<file path="src/rtl/axi_resp_delay.sv">
// AXI R/B response delay line: per-channel in-order FIFO whose entries release after a programmable latency.
// Optional `AXI_DELAY_JITTER_EN adds an LFSR-driven random extra delay per beat.
module axi_resp_delay_chan #(
  parameter int unsigned W           = 8,
  parameter int unsigned DEPTH       = 4,
  parameter int unsigned LAT_WIDTH   = 8,
  parameter int unsigned JITTER_BITS = 2
) (
  input  logic                     clk,
  input  logic                     rst_n,
  input  logic [LAT_WIDTH-1:0]     i_lat,
  input  logic [W-1:0]             i_data,
  input  logic                     i_valid,
  output logic                     o_ready,
  output logic [W-1:0]             o_data,
  output logic                     o_valid,
  input  logic                     i_ready,
  output logic [$clog2(DEPTH):0]   o_count
);
  localparam int unsigned AW = $clog2(DEPTH);
  localparam int unsigned CW = LAT_WIDTH + 1;
  localparam logic [AW:0] FULL = (AW+1)'(DEPTH);

  logic [W-1:0]           r_mem [DEPTH];
  logic [CW-1:0]          r_cnt [DEPTH];
  logic [AW-1:0]          r_wptr;
  logic [AW-1:0]          r_rptr;
  logic [AW:0]            r_count;
  logic                   r_live;
  logic                   w_push;
  logic                   w_pop;
  logic [JITTER_BITS-1:0] w_jit;
  logic [CW-1:0]          w_load;

`ifdef AXI_DELAY_JITTER_EN
  logic [15:0] r_lfsr;

  // Fibonacci LFSR, taps 16,14,13,11; advances only when a beat is accepted.
  always_ff @(posedge clk or negedge rst_n) begin
    if (!rst_n) begin
      r_lfsr <= 16'hACE1;
    end else if (w_push) begin
      r_lfsr <= {r_lfsr[14:0], r_lfsr[15] ^ r_lfsr[13] ^ r_lfsr[12] ^ r_lfsr[10]};
    end
  end

  assign w_jit = r_lfsr[JITTER_BITS-1:0];
`else
  assign w_jit = '0;
`endif

  assign w_load  = CW'(i_lat) + CW'(w_jit);
  assign o_ready = r_live && (r_count != FULL);
  assign o_valid = (r_count != '0) && (r_cnt[r_rptr] == '0);
  assign o_data  = r_mem[r_rptr];
  assign w_push  = i_valid && o_ready;
  assign w_pop   = o_valid && i_ready;
  assign o_count = r_count;

  always_ff @(posedge clk) begin
    if (w_push) begin
      r_mem[r_wptr] <= i_data;
    end
  end

  always_ff @(posedge clk or negedge rst_n) begin
    if (!rst_n) begin
      r_live  <= 1'b0;
      r_wptr  <= '0;
      r_rptr  <= '0;
      r_count <= '0;
      for (int unsigned i = 0; i < DEPTH; i++) begin
        r_cnt[i] <= '0;
      end
    end else begin
      r_live <= 1'b1;
      if (w_push) begin
        r_wptr <= r_wptr + AW'(1);
      end
      if (w_pop) begin
        r_rptr <= r_rptr + AW'(1);
      end
      case ({w_push, w_pop})
        2'b10:   r_count <= r_count + (AW+1)'(1);
        2'b01:   r_count <= r_count - (AW+1)'(1);
        default: ;
      endcase
      // Every stored counter ages each cycle, head or not, so a young entry can expire behind the head.
      for (int unsigned i = 0; i < DEPTH; i++) begin
        if (w_push && (r_wptr == AW'(i))) begin
          r_cnt[i] <= w_load;
        end else if (r_cnt[i] != '0) begin
          r_cnt[i] <= r_cnt[i] - CW'(1);
        end
      end
    end
  end
endmodule

module axi_resp_delay #(
  parameter int unsigned DATA_WIDTH  = 32,
  parameter int unsigned ID_WIDTH    = 8,
  parameter int unsigned R_DEPTH     = 16,
  parameter int unsigned B_DEPTH     = 4,
  parameter int unsigned LAT_WIDTH   = 8,
  parameter int unsigned JITTER_BITS = 2
) (
  input  logic                         clk,
  input  logic                         rst_n,
  input  logic [LAT_WIDTH-1:0]         cfg_r_latency,
  input  logic [LAT_WIDTH-1:0]         cfg_b_latency,
  input  logic [ID_WIDTH-1:0]          m_axi_rid,
  input  logic [DATA_WIDTH-1:0]        m_axi_rdata,
  input  logic [1:0]                   m_axi_rresp,
  input  logic                         m_axi_rlast,
  input  logic                         m_axi_rvalid,
  output logic                         m_axi_rready,
  output logic [ID_WIDTH-1:0]          s_axi_rid,
  output logic [DATA_WIDTH-1:0]        s_axi_rdata,
  output logic [1:0]                   s_axi_rresp,
  output logic                         s_axi_rlast,
  output logic                         s_axi_rvalid,
  input  logic                         s_axi_rready,
  input  logic [ID_WIDTH-1:0]          m_axi_bid,
  input  logic [1:0]                   m_axi_bresp,
  input  logic                         m_axi_bvalid,
  output logic                         m_axi_bready,
  output logic [ID_WIDTH-1:0]          s_axi_bid,
  output logic [1:0]                   s_axi_bresp,
  output logic                         s_axi_bvalid,
  input  logic                         s_axi_bready,
  output logic [$clog2(R_DEPTH):0]     r_count,
  output logic [$clog2(B_DEPTH):0]     b_count
);
  localparam int unsigned RW = ID_WIDTH + DATA_WIDTH + 3;
  localparam int unsigned BW = ID_WIDTH + 2;

  logic [RW-1:0] w_r_out;
  logic [BW-1:0] w_b_out;

  axi_resp_delay_chan #(
    .W           (RW),
    .DEPTH       (R_DEPTH),
    .LAT_WIDTH   (LAT_WIDTH),
    .JITTER_BITS (JITTER_BITS)
  ) u_r (
    .clk     (clk),
    .rst_n   (rst_n),
    .i_lat   (cfg_r_latency),
    .i_data  ({m_axi_rid, m_axi_rdata, m_axi_rresp, m_axi_rlast}),
    .i_valid (m_axi_rvalid),
    .o_ready (m_axi_rready),
    .o_data  (w_r_out),
    .o_valid (s_axi_rvalid),
    .i_ready (s_axi_rready),
    .o_count (r_count)
  );

  axi_resp_delay_chan #(
    .W           (BW),
    .DEPTH       (B_DEPTH),
    .LAT_WIDTH   (LAT_WIDTH),
    .JITTER_BITS (JITTER_BITS)
  ) u_b (
    .clk     (clk),
    .rst_n   (rst_n),
    .i_lat   (cfg_b_latency),
    .i_data  ({m_axi_bid, m_axi_bresp}),
    .i_valid (m_axi_bvalid),
    .o_ready (m_axi_bready),
    .o_data  (w_b_out),
    .o_valid (s_axi_bvalid),
    .i_ready (s_axi_bready),
    .o_count (b_count)
  );

  assign {s_axi_rid, s_axi_rdata, s_axi_rresp, s_axi_rlast} = w_r_out;
  assign {s_axi_bid, s_axi_bresp}                           = w_b_out;
endmodule

</file>
<file path="config.mk">
export PLATFORM = sky130hd
export DESIGN_NAME = axi_resp_delay
export DESIGN_NICKNAME = d
export VERILOG_FILES = /design/src/rtl/axi_resp_delay.sv
export SDC_FILE = /design/constraint.sdc
export NUM_CORES = 1
export LEC_CHECK = 0
export ABC_CLOCK_PERIOD_IN_PS = 3700
export CAP_MARGIN = 40
export CORE_MARGIN = 2
export CORE_UTILIZATION = 40
export CTS_BUF_LIST = sky130_fd_sc_hd__clkbuf_2 sky130_fd_sc_hd__clkbuf_4 sky130_fd_sc_hd__clkbuf_8
export CTS_CLUSTER_DIAMETER = 200
export DETAILED_ROUTE_END_ITERATION = 7
export PLACE_DENSITY = 0.64
export REMOVE_ABC_BUFFERS = 1
export SYNTH_ARGS = -nofsm -noshare
export SYNTH_HDL_FRONTEND = slang
export SYNTH_HIERARCHICAL = 1
export SYNTH_SLANG_ARGS = --single-unit
</file>
<file path="constraint.sdc">
create_clock -name clk -period 3.7 [get_ports clk]
set_clock_uncertainty 0.15 [all_clocks]
set_input_delay 0.74 -clock clk [delete_from_list [all_inputs] [get_ports clk]]
set_output_delay 0.74 -clock clk [all_outputs]
set_load 0.005 [all_outputs]
</file>
==> out/metrics.csv <==
stage;metric;value;unit
cts;cts_max_path_buffers;3;
cts;clk_pin_slew;0.06;ns
yosys;synthTopCellsByArea;edfxtp_1 (56%), mux4_2 (13%), dfrtp_1 (13%), xnor2_1 (2.1%), nand2_1 (1.5%);
cts;clk_latency;0.82;ns
min_path;hp-class;flip-flop to flip-flop;
yosys;synthCells;2280;
grt;overflow;0;
detailed_routing;wl;95100;µm
cts;cts_num_sinks;930;
floorplanning;die_w;315.6;µm
detailed_routing;vias;22370;
placed_design;dpl_cell_area;42640;µm²
grt;grt_antenna_before_repair;9;
yosys;synth_top_area_share;56.30;%
yosys;async_flop_share;21.72;%
detailed_routing;antenna_left;0;
placed_design;portBuffers;139;
flow_run;drv_cap;0;
outcome;violations;setup timing;
yosys;synth_warnings;6;
power;peakVddDrop;0.2895;mV
sta;final_max_slew_viol_count;0;
min_path;holdCritStartpoint;u_b/r_wptr[0];
sta;worst_slack;-0.3237;ns
yosys;synth_edf_count;728;
detailed_routing;wire_per_inst;23.43;µm
power;p_leak;15.56;nW
cts;htree_levels;4;
yosys;avgSynthCellArea;17.03;µm²
min_path;worstHoldPathCells;1;
yosys;synth_top_cell_by_area;edfxtp_1;
floorplanning;start_util;40.27;%
sta;rsz0062_at_grt;true;
grt;grt_max_degree;92;
grt;grt_pass1_vias;23370;
floorplanning;die_area;99580;µm²
cts;cts_made_buffers;156;
grt;track_usage;19.23;%
setup_path;critical_path_class;flip-flop to output port;
yosys;yosysSeqAreaShare;69.32;%
setup_path;worstSetupStartpoint;u_r/r_cnt[136];
setup_path;critPathRequiredTime;2.81;ns
setup_path;start_kind;flip-flop;
cts;cts_tree;done;
detailed_routing;drt_iter0_drc;2056;
placed_design;place_ws;0.002463;ns
detailed_routing;first_pass_iters;8;
power;powerDensity;478.6;nW/µm²
final_layout;nets;2761;
sta;fmax;248.5;MHz
floorplanning;die_y;315.6;µm
sta;relSlewSlack;38.52;%
final_layout;synthToLayoutAreaGrowth;21.90;%
yosys;synth_seq_cells;930;
final_layout;drive_above_1_share;28.64;%
detailed_routing;drc;0;
sta;fin_crit;4.024;ns
outcome;status;finished, violations left;
cts;cts_root_buf;clkbuf_8;
floorplanning;num_rows;114;
sta;post-route-period-util;108.7;%
floorplanning;core_area;96420;µm²
final_layout;final_cell_area;47330;µm²
placed_design;place.gp.congestion;0.8367;
setup_path;crit_arrival;3.13;ns
yosys;ys.flop_type;edfxtp_1;
sta;setup_violations;45;
placed_design;dp_hpwl;54030;µm
sta;hold_violations;0;
floorplanning;ios;140;
setup_path;rr_worst_depth;16;
grt;grt_pass1_wl;143000;µm
detailed_routing;viasPerCell;5.512;
sta;worst_pin_slew;0.9151;ns
setup_path;cp_max_fo;3;
final_layout;fillCellCount;8024;
setup_path;end_kind;output port;
setup_path;reg2reg_from;u_r/r_cnt[136];
yosys;syn-cell-area;38830;µm²
yosys;synth_cell_type_count;77;
-- final cells by class --
class	instances	area, µm²	area share, %
diodes	4	10.01	0.02115
clock buffers	227	2749	5.807
clock inverters	60	545.5	1.152
inverters	78	296.5	0.6265
multi-input cells	1174	11330	23.93
flip-flops and latches	930	26930	56.89
well taps	1276	1597	3.373
repair buffers	310	3881	8.200
-- where the power goes --
part	switching, mW	internal, mW
clock	4.18	5.27
sequential	0.287	11.6
combinational	0.727	0.627
-- path summary, 6_finish.rpt --
kind	to	slack, ns
worst min register to register	u_b/r_wptr[0]	0.39
worst max register to register	u_r/o_count[4]	-0.10
min in group asynchronous	u_r/r_live	0.43
max in group asynchronous	u_r/r_cnt[98]	2.02
worst min-delay path	u_b/r_wptr[0]	0.39
worst max-delay path	s_axi_rvalid	-0.32
-- layer usage --
layer | vias to the layer above | global-route usage (%) | share of wire, % | routed length, µm
li1 | 9764 | - | - | -
met1 | 11570 | 25.67 | 41 | 39310
met2 | 850 | 31.07 | 48 | 45900
met3 | 177 | 4.237 | 7.3 | 6980
met4 | 10 | 7.087 | 3.0 | 2849
met5 | - | 0 | 0.062 | 59
-- cells in the mapped netlist (41+ instances only) --
library cell / number
edfxtp_1: 728
mux4_2: 228
dfrtp_1: 202
nand2_1: 153
nor2_1: 125
xnor2_1: 93
a21oi_1: 72
inv_1: 70
nor3_1: 55
o21ai_0: 43
buf_2: 41
o21ai_1: 41
-- state kept, by name, indices dropped and copies added, names as in the netlist, 3 cells and up --
signal,count
u_b/o_count,3
u_b/r_cnt,36
u_b/r_mem,40
u_r/o_count,5
u_r/r_cnt,144
u_r/r_mem,688
u_r/r_rptr,4
u_r/r_wptr,4
-- layout by cell type (no fill, tap or decap), types with 8 or more instances in the layout --
cell,Yosys,layout
a21oi_1,72,68
clkinv_1,0,25
buf_4,2,60
xor2_1,18,18
nor4_1,36,34
o21ai_0,43,43
clkinv_2,0,17
o21ai_1,41,41
buf_2,41,22
nand2_1,153,152
xnor2_1,93,93
buf_6,0,40
clkdlybuf4s50_1,0,93
o31ai_1,40,40
or3_1,10,9
nor2_1,125,125
buf_8,0,8
mux4_2,228,228
mux2i_1,19,19
dfrtp_1,202,197
a31oi_1,10,10
inv_1,70,63
ha_1,34,33
and3_1,8,8
a211oi_1,11,11
clkbuf_4,0,60
or4_1,17,14
inv_2,8,12
clkbuf_8,0,168
edfxtp_1,728,728
nor3b_1,14,13
buf_16,0,17
mux2_2,12,12
nor3_1,55,54
o311a_1,9,9
buf_12,0,61
-- stage by stage --
step / TNS [ns] / power (mW) / hold WS, ns / utilization (%) / std cells
finish: -7.890 / 22.65 / 0.3924 / 49.09 / 4059
global route: -12.38 / 23.58 / 0.3809 / 49.09 / 4058
CTS: -10.69 / 22.92 / 0.3556 / 48.83 / 4038
detailed placement: 0 / 13.37 / 0.3789 / 44.23 / 3687
global placement: -0.04014 / 13.25 / 0.3546 / 44.22 / 3686
floorplan: -290.70 / 12.74 / 0.2944 / - / 2182
-- kinds of logic after synthesis --
kind of cell             count (synthesis)  synth area share, %
flip-flops                             930                69.32
AND/OR/NAND/NOR                        502                6.702
multiplexers                           264                14.22
AO/OA/AOI/OAI                          259                4.189
buffers and inverters                  176                1.853
XOR/XNOR                               111                2.504
adder cells (fa/ha/maj)                 36                1.199
other                                    2              0.01934
-- worst max-delay path: stages (launching register included) --
cell and delay, ns:
dfrtp_1 0.39, or4_4 0.57, nor4b_4 0.36, o41ai_4 0.14
nor4_4 0.37, nand2_2 0.17, a21boi_2 0.19, buf_2 0.13
-- what timing repair did --
action / in CTS / in global routing
hold endpoints to repair: 88 / 0
setup buffers: 48 / 30
cloned: 17 / 2
hold buffers: 1 / 0
pin swaps: 9 / 10
gates resized for setup: 254 / 63
endpoints found under the setup margin: 46 / 45
(Power assumes the default switching activity.)
==> edit (config.mk and constraints unchanged) <==
Add a define of `AXI_DELAY_JITTER_EN`.
--- a/src/rtl/axi_resp_delay.sv
+++ b/src/rtl/axi_resp_delay.sv
@@ -2,2 +2,4 @@
 // Optional `AXI_DELAY_JITTER_EN adds an LFSR-driven random extra delay per beat.
+`define AXI_DELAY_JITTER_EN
+
 module axi_resp_delay_chan #(
Formal check against the unedited RTL: not equivalent (Yosys sat finds a counterexample within 4 cycles, from zero or initial values and one cycle with rst_n low).
==> edit against the original RTL <==
The run still ends with negative setup slack left. Final area up 2.6%. Wire length up 2.8%. Total power grew 4.0%. Global-route usage about the same. Setup slack got worse by 0.014 ns. Area after synthesis rose by 3.3%. First-iteration DRC count grew 5.5%. Sequential cell count grew 32. Utilization fell by 0.40 points. Largest cell class unchanged.
==> edit: results (changes against the original RTL) <==
- Initial antenna violation count: 5 (-4)
- First-pass DRT Iterations: 6 (-2)
- Worst-case vdd ir drop: 0.298 mV (+2.9%)
- Slew HR: 38.3% (-0.18 points)
- Reg2reg path depth: 15 (-1)
- Post-synth ARST share: 24.3% (+2.6 points)
- Post-Synth Adder-Cell Area: 1.38% (+0.19 points)
- Worst Setup SP: u_r/r_cnt[12]$_DFFE_PN0P_
- Total CTS buffers: 160 (+2.6%)
- Failing checks: negative setup slack
- Seq/Total Area, Yosys: 69.1% (-0.20 points)
- Main area contributors after synthesis: edfxtp_1, dfrtp_1, mux4_2
- Critical Path AT: 3.15 ns (+0.02 ns)
- Pleak: 0.0168 uW (+7.7%)
- Setup_tns: -7.58 ns (+0.306 ns)
- Yosys cell types: 62 (-19%)
- Final setup violation count: 46 (+2.2%)
- Hold wc startpoint: u_b/r_lfsr[2]$_DFFE_PN0P_
- Final layout net count: 2990 (+8.3%)
- Final GP Congestion: 0.808 (-3.4%)
- Status: finished with violations
- Min setup slack post-route: -0.338 ns (-0.0142 ns)
- Commonest cells post-synth: edfxtp_1, mux4_2, dfrtp_1
- Final HPWL DP: 54500 um (+0.92%)
- Synth Area in Compound Gates: 4.03% (-0.16 points)
- Vias in the first global route: 24600 (+5.4%)
- First-pass GRT wire length: 148000 um (+3.8%)
edit: cell types whose count changed after synthesis, sizes merged, moves of 35 or more:
cell,delta
buf,-35
clkbuf,+36
nand3,+53
a21oi,+46
nand2,+46
nor2,+35
edit: layout make-up:
class                           instances  area [um2]
Clock inverter                         51         389
Timing Repair Buffer                  329        3840
Antenna cell                            1        2.50
Tap cell                             1298        1620
Sequential cell                       962       27700
Fill cell                            8212       51200
Clock buffer                          234        2870
Inverter                               83         312
Multi-Input combinational cell       1337       11800
edit: metal layers:
metal  wire length, um  global-route usage, %  up-vias
li1                  -                      -    10400
met1             40900                   25.4    12300
met2             48400                   31.8      869
met3              6520                   4.06      178
met4              1960                   6.22        6
met5                41                      0        -
edit: what timing repair did:
action,in CTS,in global routing
hold buffers,1,0
gates resized for setup,267,58
endpoints found under the hold margin,71,0
setup endpoints to repair,46,49
cloned,13,0
buffers inserted,56,20
pin swaps,16,12
edit: metrics by stage:
step	cells	setup WS, ns	power [uW]	cell area (um2)
floorplan	2382	-6.08	13500	39700
global placement	3934	-0.0445	14200	44200
detailed placement	3934	-0.0415	14300	44200
CTS	4287	-0.458	23800	48400
global route	4295	-0.458	24600	48500
finish	4295	-0.338	23600	48500
edit: critical path, cell delays in order, from the launching register on:
cell and delay (ns):
dfrtp_1 0.39, or4_4 0.54, or4_4 0.44, a2111oi_4 0.42, nor3_2 0.09, o22a_2 0.25
nor2_2 0.09, buf_2 0.12
edit: cells by family (layout without fill, tap and decap cells):
group | after synthesis | in the layout
muxes | 253 | 253
DFF | 962 | 962
adders and majority gates | 42 | 42
xor gates and xnor gates | 129 | 129
and+or+nand+nor | 630 | 630
buffers and inverters | 182 | 697
other | 2 | 3
AOI/OAI and AO/OA | 281 | 281
edit: worst paths after layout:
path,endpoint,slack [ns]
max in group asynchronous,u_r/r_cnt[139]$_DFFE_PN0P_,2.11
min in group asynchronous,u_b/r_lfsr[14]$_DFFE_PN0P_,0.34
min,u_b/r_lfsr[3]$_DFFE_PN0P_,0.30
min reg2reg,u_b/r_lfsr[3]$_DFFE_PN0P_,0.30
max reg2reg,u_r/o_count[4]$_DFFE_PN0P_,-0.03
max,s_axi_rvalid,-0.34
edit: power by group through the flow:
stage | clock network [uW] | logic [uW] | registers, uW
after floorplan | 0 | 992 | 12500
after global placement | 0 | 1670 | 12500
final | 9430 | 1800 | 12300
after detailed placement | 0 | 1770 | 12500
after CTS | 9690 | 1820 | 12300
after global routing | 10200 | 2010 | 12400
